## src/rtl/debounce_fsm_pkg.sv

```systemverilog
// Shared helpers for the switch debouncer.
package debounce_fsm_pkg;

    // Width of a down-counter that must hold values 0 .. cycles.
    function automatic int unsigned cnt_width(input int unsigned cycles);
        int unsigned w;
        w = $clog2(cycles + 1);
        return (w == 0) ? 1 : w;
    endfunction

endpackage

```

## src/rtl/sync_chain.sv

```systemverilog
// Multi-flop synchroniser for a single asynchronous bit.
module sync_chain #(
    parameter int unsigned STAGES    = 2,
    parameter logic        RESET_VAL = 1'b0
) (
    input  logic clk,
    input  logic reset,
    input  logic d,
    output logic q
);

    logic [STAGES-1:0] sync_q;
    logic [STAGES-1:0] sync_d;

    // Shift the raw input one stage deeper each cycle.
    always_comb begin
        sync_d = {sync_q[STAGES-2:0], d};
    end

    // Synchroniser flops.
    always_ff @(posedge clk or posedge reset) begin
        if (reset) begin
            sync_q <= {STAGES{RESET_VAL}};
        end else begin
            sync_q <= sync_d;
        end
    end

    assign q = sync_q[STAGES-1];

endmodule

```

## src/rtl/debounce_fsm.sv

```systemverilog
// Switch debouncer: synchronise sw, then require a stable run before the level changes.
module debounce_fsm
    import debounce_fsm_pkg::*;
#(
    parameter int unsigned DB_CYCLES   = 2_000_000,
    parameter int unsigned SYNC_STAGES = 2
) (
    input  logic clk,
    input  logic reset,
    input  logic sw,
    output logic db_level,
    output logic settling
);

    localparam int unsigned    CNT_W    = cnt_width(DB_CYCLES);
    localparam logic [CNT_W-1:0] CNT_LOAD = CNT_W'(DB_CYCLES - 1);

    // Gray-ordered so every legal transition flips exactly one bit.
    typedef enum logic [1:0] {
        ZERO  = 2'b00,
        WAIT1 = 2'b01,
        ONE   = 2'b11,
        WAIT0 = 2'b10
    } state_e;

    logic             sw_s;
    state_e           state_q;
    state_e           state_d;
    logic [CNT_W-1:0] cnt_q;
    logic [CNT_W-1:0] cnt_d;
    logic             db_level_q;
    logic             db_level_d;
    logic             settling_q;
    logic             settling_d;

    sync_chain #(
        .STAGES    (SYNC_STAGES),
        .RESET_VAL (1'b0)
    ) u_sync (
        .clk   (clk),
        .reset (reset),
        .d     (sw),
        .q     (sw_s)
    );

    // Next-state, hold counter and Moore output decode of the next state.
    always_comb begin
        state_d    = state_q;
        cnt_d      = cnt_q;
        db_level_d = 1'b0;
        settling_d = 1'b0;

        case (state_q)
            ZERO: begin
                if (sw_s) begin
                    state_d = WAIT1;
                    cnt_d   = CNT_LOAD;
                end
            end
            WAIT1: begin
                if (!sw_s) begin
                    state_d = ZERO;
                end else if (cnt_q == '0) begin
                    state_d = ONE;
                end else begin
                    cnt_d = cnt_q - CNT_W'(1);
                end
            end
            ONE: begin
                if (!sw_s) begin
                    state_d = WAIT0;
                    cnt_d   = CNT_LOAD;
                end
            end
            WAIT0: begin
                if (sw_s) begin
                    state_d = ONE;
                end else if (cnt_q == '0) begin
                    state_d = ZERO;
                end else begin
                    cnt_d = cnt_q - CNT_W'(1);
                end
            end
            default: begin
                state_d = ZERO;
            end
        endcase

        db_level_d = (state_d == ONE)   || (state_d == WAIT0);
        settling_d = (state_d == WAIT1) || (state_d == WAIT0);
    end

    // State, counter and output registers.
    always_ff @(posedge clk or posedge reset) begin
        if (reset) begin
            state_q    <= ZERO;
            cnt_q      <= '0;
            db_level_q <= 1'b0;
            settling_q <= 1'b0;
        end else begin
            state_q    <= state_d;
            cnt_q      <= cnt_d;
            db_level_q <= db_level_d;
            settling_q <= settling_d;
        end
    end

    assign db_level = db_level_q;
    assign settling = settling_q;

endmodule
```

## config.mk

```make
export PLATFORM = sky130hd
export DESIGN_NAME = debounce_fsm
export DESIGN_NICKNAME = d
export VERILOG_FILES = /design/src/rtl/debounce_fsm_pkg.sv /design/src/rtl/sync_chain.sv /design/src/rtl/debounce_fsm.sv
export SDC_FILE = /design/constraint.sdc
export NUM_CORES = 1
export LEC_CHECK = 0
export ABC_AREA = 1
export BUFFER_PORTS_ARGS = -buffer_cell sky130_fd_sc_hd__buf_4
export CORE_UTILIZATION = 50
export CTS_CLUSTER_SIZE = 20
export DETAILED_ROUTE_END_ITERATION = 8
export PLACE_DENSITY_LB_ADDON = 0.1
export SETUP_SLACK_MARGIN = 0.02
export SLEW_MARGIN = 30
export SYNTH_ARGS = -nofsm -noshare
export SYNTH_HDL_FRONTEND = slang
export SYNTH_SLANG_ARGS = --single-unit
export TNS_END_PERCENT = 100
```

## constraint.sdc

```tcl
create_clock -name clk -period 1.85 [get_ports clk]
set_input_delay 0.0925 -clock clk [delete_from_list [all_inputs] [get_ports clk]]
set_output_delay 0.0925 -clock clk [all_outputs]
set_load 0.05 [all_outputs]
```

==> reports/results.ini <==
[run_status]
status=finished, final reports clean

[floorplan]
num_rows=21
die_w_um=61.28
die_area_sq_mm=0.003755
core_area_sq_mm=0.003363
ios=5
initial_utilization=0.5223
dieHeight_um=61.28

[clock_network]
cts_root_buf=clkbuf_4
htreeDepth=1
cts_tree=done
insertion_delay_ps=320
clk_path_buf_depth=2
cts.clk_slew.worst_paths_ps=140
cts_made_buffers=3
numClockSinks=27

[timing]
worst_clock_skew_ps=6.594
drv_slew=0
hold_ws_ps=365.1
post-route-period-util=0.9547
finalCriticalPeriod_ps=1766
relSlewSlack=0.7688
max_freq_mhz=566.2
worstMarginPinSlew_ps=346.8
setup_viol=0
rsz0062_at_grt=yes
finalHoldViolCount=0

[power_and_ir_drop]
leakagePower_nw=0.9503
p_per_area_mw_per_mm2=1387
ir_drop_mv=0.7225
fin_total_pwr_mw=2.941

[global_route]
grt_max_degree=28
grt_remaining_overflow=0
grt_pass1_wl_um=6285
grt_pass1_vias=1348
track_usage=0.2284
antenna_found_initial=0

[routing]
vias=1553
drc=0
first_pass_iters=4
drtIter0Drc=71
wirelength_um=4102
wl_per_cell_um=13.32
ant_nets=0
routed_via_density=5.042

[logic_synthesis]
synth.area.top_cells=dfrtp_1, nand2_1, nor2_1, inv_1, ha_1
post-synth-top-count-cell=nand2_1
syn_avg_cell_area_sq_um=7.507
synth_common_cells=nand2_1, nor2_1, dfrtp_1, inv_1, nand3_1
synth.ff_latch_count=27
synth_edf_count=0
syn_nets=244
async_flop_share=1.000
synth_top_area_share=0.3846
yosysWarnings=0
yosysUniqueCellTypes=27
synth_top_area_cell=dfrtp_1
yosys_most_used_dff=dfrtp_1
synth_cells=234
ys_seq_area_frac=0.3846
synthesis.area_sq_mm=0.001757

[setup_path]
critPathLaunch=cnt_q[1]$_DFFE_PP0P_
rr_worst_depth=9
worstSetupStartpointType=register
crit_arrival_ps=1990
critical_path_required_ps=2070
cp_cell_sequence=inv_2 -> ha_4 -> nand2_2 -> nor2_4 -> nand3_2 -> o21ai_4 -> nand2_2 -> nand3b_1 -> nand3_1
cp-end-kind=register
slowest_stage=dfrtp_1
worst_r2r_startpoint=cnt_q[1]$_DFFE_PP0P_
crit_top_cell=nand2_2
max_stage_delay_ps=440
crit_fanout=6
critical_path_class=register to register

[cells_and_area]
num-nets-final=273
area_growth_pct=20.73
fin_cells=308
diodes=0
drive_above_1_share=0.2405

[placed_design]
numPortBuffers=4
hpwl_um=2837
placedCellCount=295
gp_congestion=0.8266

[flow_run]
max-cap-violations=0

[hold_path]
hold_path_class=input port to async pin

## logic make-up after synthesis
| family | count (synthesis) | synth area share |
|---|---|---|
| simple gates | 126 | 0.3212 |
| compound gates | 32 | 0.1154 |
| buf+inv | 32 | 0.07906 |
| fa+ha+maj | 7 | 0.04986 |
| xor+xnor | 10 | 0.04986 |
| flops | 27 | 0.3846 |
## stage by stage
step / setup WS [ps] / cell area (sq um) / setup TNS (ps) / utilization
floorplan: 26.11 / 1757 / 0 / -
global placement: 53.43 / 1923 / 0 / 0.5718
detailed placement: -64.02 / 1923 / -73.20 / 0.5718
CTS: 31.77 / 1973 / 0 / 0.5867
global route: -41.55 / 2121 / -132.3 / 0.6306
finish: 83.73 / 2121 / 0 / 0.6306
## final timing paths
kind | to | slack (ps)
worst max-delay path | cnt_q[6]$_DFFE_PP0P_ | 80
worst min-delay path | u_sync.sync_q[0]$_DFF_PP0_ | 370
worst max register to register | cnt_q[6]$_DFFE_PP0P_ | 80
worst min register to register | u_sync.sync_q[1]$_DFF_PP0_ | 370
max in group asynchronous | cnt_q[14]$_DFFE_PP0P_ | 1220
min in group clk | u_sync.sync_q[1]$_DFF_PP0_ | 370
## timing repair
| action | in CTS | in global routing |
|---|---|---|
| pin swaps | 0 | 9 |
| buffers inserted | 0 | 5 |
| resized for setup | 2 | 24 |
| setup endpoints to repair | 2 | 22 |
| cloned | 0 | 2 |
| endpoints found under the hold margin | 28 | 0 |
| hold buffers | 2 | 0 |
## critical path: cells and delay by family (launching register included)
family / cells / cell delay, ps
and+or+nand+nor: 6 / 660
DFF: 1 / 440
AOI/OAI and AO/OA: 1 / 320
adders and majority gates: 1 / 160
buffers and inverters: 1 / 80
## layout make-up
cell class | count | area (sq um)
Fill cell | 324 | 1242
Multi-Input combinational cell | 177 | 1056
Sequential cell | 27 | 675.6
Timing Repair Buffer | 26 | 200.2
Inverter | 28 | 105.1
Tap cell | 46 | 57.56
Clock buffer | 4 | 26.28
## power by group
part	total, mW	internal, mW	switching, mW
registers	0.848	0.733	0.114
logic	1.84	0.675	1.16
clock network	0.255	0.0845	0.170
total	2.94	1.49	1.45
## layout by cell type, fill, tap and decap left out
cell type      synthesis  layout
o21ai_1               13      13
xnor2_1                1       1
nand2_4                1       2
nand4_1                3       3
nand3_2                2       2
nor2_2                 4       5
o21ai_4                0       3
nand2_8                0       1
inv_1                 27      24
buf_4                  1      24
nor3_1                 1       1
ha_2                   0       2
nor2_1                36      33
nand2_1               55      52
inv_2                  1       4
nand2_2                4       7
o31ai_1                5       3
ha_1                   7       4
dlygate4sd3_1          0       2
dfrtp_1               27      27
ha_4                   0       1
clkbuf_1               1       1
o31ai_2                0       2
nand3b_1               2       2
a21oi_2                0       1
nand3_1               16      16
o21ai_0                8       8
clkbuf_4               0       3
nor2_4                 2       4
a31oi_4                1       1
a21boi_2               0       1
xor2_1                 9       9
## sequential cells by signal, summed over array words and instances (netlist names)
register and count:
settling 1, cnt_q 21, state_q 2, u_sync.sync_q 2, db_level 1
## metal layers
| layer | global-route usage | wire length (um) | part of all wire |
|---|---|---|---|
| met1 | 0.3630 | 2149 | 0.52 |
| met2 | 0.3230 | 1778 | 0.43 |
| met3 | 0.02731 | 121 | 0.029 |
| met4 | 0.06494 | 52 | 0.013 |
| met5 | 0 | 0 | 0 |
Note: power is estimated with default switching activity, not from simulation.
